`src/rtl/mm_sched.sv`:
```
// Round-robin job scheduler for the 8x8 matrix-vector engine: grants one requester,
// sequences clr/start, waits for done (with timeout), and returns the result.
module mm_sched #(
    parameter int NREQ    = 2,
    parameter int TIMEOUT = 64,
    parameter int DRAIN   = 2
) (
    input  logic                    clk,
    input  logic                    rst_n,
    input  logic [NREQ-1:0]         req_valid,
    output logic [NREQ-1:0]         req_ready,
    output logic [$clog2(NREQ)-1:0] sel,
    output logic                    mm_clr,
    output logic                    mm_start,
    input  logic                    mm_done,
    input  logic [8*24-1:0]         mm_c,
    output logic [NREQ-1:0]         rsp_valid,
    input  logic [NREQ-1:0]         rsp_ready,
    output logic [8*24-1:0]         rsp_data,
    output logic                    rsp_err
);

    localparam int SW = $clog2(NREQ);
    localparam int WW = $clog2(TIMEOUT + 1);
    localparam int DW = $clog2(DRAIN + 1);

    typedef enum logic [2:0] {
        S_IDLE, S_GRANT, S_CLR, S_START, S_WAIT, S_DRAIN, S_RESP
    } state_t;

    state_t          state_q, state_d;
    logic [SW-1:0]   sel_q, sel_d;
    logic [SW-1:0]   ptr_q, ptr_d;
    logic [WW-1:0]   wcnt_q, wcnt_d;
    logic [DW-1:0]   dcnt_q, dcnt_d;
    logic [NREQ-1:0] req_ready_q, req_ready_d;
    logic            mm_clr_q, mm_clr_d;
    logic            mm_start_q, mm_start_d;
    logic [NREQ-1:0] rsp_valid_q, rsp_valid_d;
    logic [191:0]    rsp_data_q, rsp_data_d;
    logic            rsp_err_q, rsp_err_d;

    logic [NREQ-1:0] sel_onehot;
    logic            pick_found;
    logic [SW-1:0]   pick_idx;
    logic [SW-1:0]   cand;
    int              cand_i;

    for (genvar gi = 0; gi < NREQ; gi++) begin : g_sel_onehot
        assign sel_onehot[gi] = (sel_q == SW'(gi));
    end

    // Scan downward so the nearest set bit after the pointer is the last one written.
    always_comb begin
        pick_found = 1'b0;
        pick_idx   = '0;
        cand       = '0;
        cand_i     = 0;
        for (int i = NREQ; i >= 1; i--) begin
            cand_i = int'(ptr_q) + i;
            if (cand_i >= NREQ) begin
                cand_i = cand_i - NREQ;
            end
            cand = SW'(cand_i);
            if (req_valid[cand]) begin
                pick_found = 1'b1;
                pick_idx   = cand;
            end
        end
    end

    always_comb begin
        state_d     = state_q;
        sel_d       = sel_q;
        ptr_d       = ptr_q;
        wcnt_d      = wcnt_q;
        dcnt_d      = dcnt_q;
        req_ready_d = '0;
        mm_clr_d    = 1'b0;
        mm_start_d  = 1'b0;
        rsp_valid_d = rsp_valid_q;
        rsp_data_d  = rsp_data_q;
        rsp_err_d   = rsp_err_q;
        case (state_q)
            S_IDLE: begin
                if (pick_found) begin
                    sel_d                 = pick_idx;
                    req_ready_d[pick_idx] = 1'b1;
                    state_d               = S_GRANT;
                end
            end
            S_GRANT: begin
                mm_clr_d = 1'b1;
                state_d  = S_CLR;
            end
            S_CLR: begin
                mm_start_d = 1'b1;
                state_d    = S_START;
            end
            S_START: begin
                wcnt_d  = '0;
                state_d = S_WAIT;
            end
            S_WAIT: begin
                if (wcnt_q != WW'(TIMEOUT)) begin
                    wcnt_d = wcnt_q + WW'(1);
                end
                // A done seen on the first WAIT cycle is the previous job's hold.
                if (mm_done && (wcnt_q != '0)) begin
                    dcnt_d  = '0;
                    state_d = S_DRAIN;
                end else if (wcnt_q == WW'(TIMEOUT - 1)) begin
                    rsp_err_d   = 1'b1;
                    rsp_data_d  = '0;
                    rsp_valid_d = sel_onehot;
                    state_d     = S_RESP;
                end
            end
            S_DRAIN: begin
                if (dcnt_q == DW'(DRAIN - 1)) begin
                    rsp_data_d  = mm_c;
                    rsp_err_d   = 1'b0;
                    rsp_valid_d = sel_onehot;
                    state_d     = S_RESP;
                end else if (dcnt_q != DW'(DRAIN)) begin
                    dcnt_d = dcnt_q + DW'(1);
                end
            end
            S_RESP: begin
                if (|(rsp_ready & sel_onehot)) begin
                    rsp_valid_d = '0;
                    ptr_d       = sel_q;
                    state_d     = S_IDLE;
                end
            end
            default: state_d = S_IDLE;
        endcase
    end

    always_ff @(posedge clk or negedge rst_n) begin
        if (!rst_n) begin
            state_q     <= S_IDLE;
            sel_q       <= '0;
            ptr_q       <= SW'(NREQ - 1);
            wcnt_q      <= '0;
            dcnt_q      <= '0;
            req_ready_q <= '0;
            mm_clr_q    <= 1'b0;
            mm_start_q  <= 1'b0;
            rsp_valid_q <= '0;
            rsp_data_q  <= '0;
            rsp_err_q   <= 1'b0;
        end else begin
            state_q     <= state_d;
            sel_q       <= sel_d;
            ptr_q       <= ptr_d;
            wcnt_q      <= wcnt_d;
            dcnt_q      <= dcnt_d;
            req_ready_q <= req_ready_d;
            mm_clr_q    <= mm_clr_d;
            mm_start_q  <= mm_start_d;
            rsp_valid_q <= rsp_valid_d;
            rsp_data_q  <= rsp_data_d;
            rsp_err_q   <= rsp_err_d;
        end
    end

    assign req_ready = req_ready_q;
    assign sel       = sel_q;
    assign mm_clr    = mm_clr_q;
    assign mm_start  = mm_start_q;
    assign rsp_valid = rsp_valid_q;
    assign rsp_data  = rsp_data_q;
    assign rsp_err   = rsp_err_q;

endmodule

```
`config.mk`:
```
export PLATFORM = sky130hd
export DESIGN_NAME = mm_sched
export DESIGN_NICKNAME = d
export VERILOG_FILES = /design/src/rtl/mm_sched.sv
export SDC_FILE = /design/constraint.sdc
export NUM_CORES = 1
export LEC_CHECK = 0
export CAP_MARGIN = 30
export CORE_AREA = 2 2 156 158
export DETAILED_ROUTE_END_ITERATION = 16
export DIE_AREA = 0 0 158 160
export GPL_ROUTABILITY_DRIVEN = 0
export GPL_TIMING_DRIVEN = 0
export PLACE_DENSITY = 0.69
export SYNTH_ARGS = -nofsm -noshare
export SYNTH_HDL_FRONTEND = slang
export SYNTH_SLANG_ARGS = --single-unit
```
`constraint.sdc`:
```
create_clock -name clk -period 5.6 [get_ports clk]
set_input_delay 0.84 -clock clk [delete_from_list [all_inputs] [get_ports clk]]
set_output_delay 0.84 -clock clk [all_outputs]
set_load 0.01 [all_outputs]
```
==> metrics <==
critical path class=reg2reg; maximum number of pins on one net before global-route repair=113; worst-margin pin slew=0.985 ns; mux cell area share after synthesis=0.00603; Final Hold Viols=0; max-slew violation count=0; Core Rows=57; worst path required time=6.04 ns; Max clock buf depth=3; global-route wire length before repair=38.6 mm; Peak VDD IR=0.224 mV; post-synth cell types=45; Post-CTS Setup Repair Bufs=0; Num CTS Buffers=24; final setup violation count=0; DRC Markers=0; via count=6421; Final nets=1168; CTS Root Cell=clkbuf_16; Setup Skew=0.00892 ns; antenna cells=0; height of the die=160 µm; PortBufs=398; Final min period=2.38 ns; GRT Util Overall=0.195; Mapped Area=7890 µm²; clock slew at reported path FFs=0.06 ns; Die ar.=25300 µm²; initial antenna violation count=0; hold slack=0.335 ns; fin area=13200 µm²; Post-Syn Nets=743; synthesis warning total=0; crit share post-route=0.425; Resize count post-CTS=0; number of global-route vias before repair=6659; CTS tree=done; sequential element share of the synthesized area=0.676; power per standard cell area=515 nW/µm²; Starting Density=0.331; total gr overflow=0; area growth from synthesis to layout=67.0%; Synth Area in Compound Gates=0.238; largest family of logic cells by synthesized area=compound AO/OA/AOI/OAI gates; Slew headroom=0.343; vias per cell=4.91; Core ar.=23800 µm²; # hold bufs at CTS=0; final HPWL from detailed placement=18.5 mm; Worst Path Arrival=2.82 ns; xor-xnor portion of the synthesized cell area=0.00555; Top FF cell, synth=dfrtp_1; critical path peak fanout=10; Post-Synth Simple-Gate Area=0.0298; io pins=399; Routed Antenna Nets=0; Routed WL=26.0 mm; DR iter-0 viols=424; CP endpoint kind=flip-flop; flops & latches, synth=213; average size of a mapped cell=14.6 µm²; cell count of the worst reg-to-reg path=7; leakage power=0.00593 µW; Max Freq=420 MHz; Post-synth EDFFs=0; die width=158 µm; status=finished, final reports clean; Clk Latency, worst-skew pair=0.51 ns; router iterations before antenna repair=4; Async S/R FF share, synth=1.00; RSZ-0062 raised after global routing=false; Mapped Cells=540; Final Core Density=0.553; adder-cell share of the synthesized area=0.00635; Hold Path Class=in2async; layout cells sized above 1=0.0692; Placed Instance Area=12300 µm²; clk sinks=213; Fill cells=2061; Fin Setup TNS=0 ns; CP startpoint kind=flip-flop; CTS HTree Levels=1; WL/cell=19.9 µm; max_cap viols=0
==> worst max-delay path: stages, from the launching register on <==
cell and delay (ns):
dfrtp_1 0.40, inv_1 0.07, ha_1 0.18, and2_1 0.15, and2_1 0.20, buf_2 0.27, buf_1 0.77, a22o_1 0.27
==> area by class of cell <==
| class | instances | area, µm² | area share |
|---|---|---|---|
| multi-input combinational | 273 | 2250 | 0.171 |
| inverter | 8 | 30.0 | 0.00228 |
| tap | 324 | 405 | 0.0308 |
| clock buffer | 34 | 679 | 0.0516 |
| clock inverter | 10 | 180 | 0.0137 |
| sequential | 213 | 5330 | 0.405 |
| buffer | 46 | 272 | 0.0206 |
| timing repair buffer | 399 | 4020 | 0.305 |
==> sequential cells by signal, indices dropped and copies added, names as in the netlist <==
register	flops
dcnt_q	2
mm_clr	1
mm_start	1
ptr_q	1
req_ready	2
rsp_data	192
rsp_err	1
rsp_valid	2
sel	1
state_q	3
wcnt_q	7
==> cells in the mapped netlist, drive strengths merged, types with 2 or more instances <==
master / instances / area, µm²
inv: 8 / 30.0
a21oi: 4 / 20.0
nor3b: 2 / 20.0
xor2: 4 / 35.0
o21ai: 7 / 35.0
nand2: 8 / 30.0
and2: 3 / 18.8
a22o: 192 / 1680
nor3: 2 / 10.0
nor2b: 2 / 12.5
a21o: 2 / 15.0
clkbuf: 14 / 52.6
and3: 4 / 25.0
o31ai: 4 / 48.8
dfrtp: 212 / 5310
mux2: 3 / 37.5
ha: 4 / 50.1
nand4: 3 / 18.8
buf: 32 / 219
o211ai: 2 / 15.0
nand2b: 4 / 25.0
nor2: 9 / 33.8
==> path summary, 6_finish.rpt <==
| check | from | end | slack (ns) |
|---|---|---|---|
| worst min-delay path | rst_n | rsp_data[63]$_DFFE_PN0P_ | 0.34 |
| worst max-delay path | dcnt_q[1]$_DFFE_PN0P_ | rsp_data[55]$_DFFE_PN0P_ | 3.22 |
| worst min register to register | rsp_data[60]$_DFFE_PN0P_ | rsp_data[60]$_DFFE_PN0P_ | 0.50 |
| worst max register to register | dcnt_q[1]$_DFFE_PN0P_ | rsp_data[55]$_DFFE_PN0P_ | 3.22 |
| min in group clk | rsp_data[60]$_DFFE_PN0P_ | rsp_data[60]$_DFFE_PN0P_ | 0.50 |
| max in group asynchronous | rst_n | rsp_data[27]$_DFFE_PN0P_ | 4.25 |
==> metrics by stage <==
step	std cells	setup slack (ns)	power [µW]
after global placement	1262	-5.41	5070
after global routing	1307	3.09	7120
final	1307	3.22	6780
after floorplan	540	3.78	3520
after detailed placement	1263	2.92	5100
after CTS	1307	3.20	6850
==> layer usage <==
layer | routed length [µm] | part of all wire | GRT usage
met2 | 12700 | 0.49 | 0.333
met4 | 584 | 0.022 | 0.0549
met1 | 10800 | 0.41 | 0.250
met3 | 1940 | 0.075 | 0.0421
met5 | 0 | 0 | 0
==> logic make-up (layout without fill, tap and decap cells) <==
family | after synthesis | in the layout
flip-flops | 213 | 213
adder cells (fa/ha/maj) | 4 | 4
multiplexers | 4 | 4
AND/OR/NAND/NOR | 42 | 42
buffers and inverters | 54 | 497
XOR/XNOR | 5 | 5
AO/OA/AOI/OAI | 218 | 218
==> layout by cell type (no fill, tap or decap), drive strengths merged, types with 2 or more instances in the layout <==
cell type and count:
mux2 3, nor2b 2, buf 34, clkinvlp 2, inv 8, nor2 9
nand2b 4, clkinv 3, a21o 2, nor3b 2, nor3 2, nand2 8
and2 3, a22o 192, a21oi 4, bufinv 5, nand4 3, o31ai 4
o21ai 7, and3 4, dfrtp 212, ha 4, clkbuf 48, o211ai 2
clkdlybuf4s50 397, xor2 4
==> power breakdown <==
part	internal, µW	total, µW	leakage, µW	switching, µW
Sequential	2130	2480	0.00274	345
Combinational	1590	2600	0.00278	1010
Clock	1080	1700	0.000413	627
Total	4800	6780	0.00593	1980
Power figures use the tool's default switching activity.
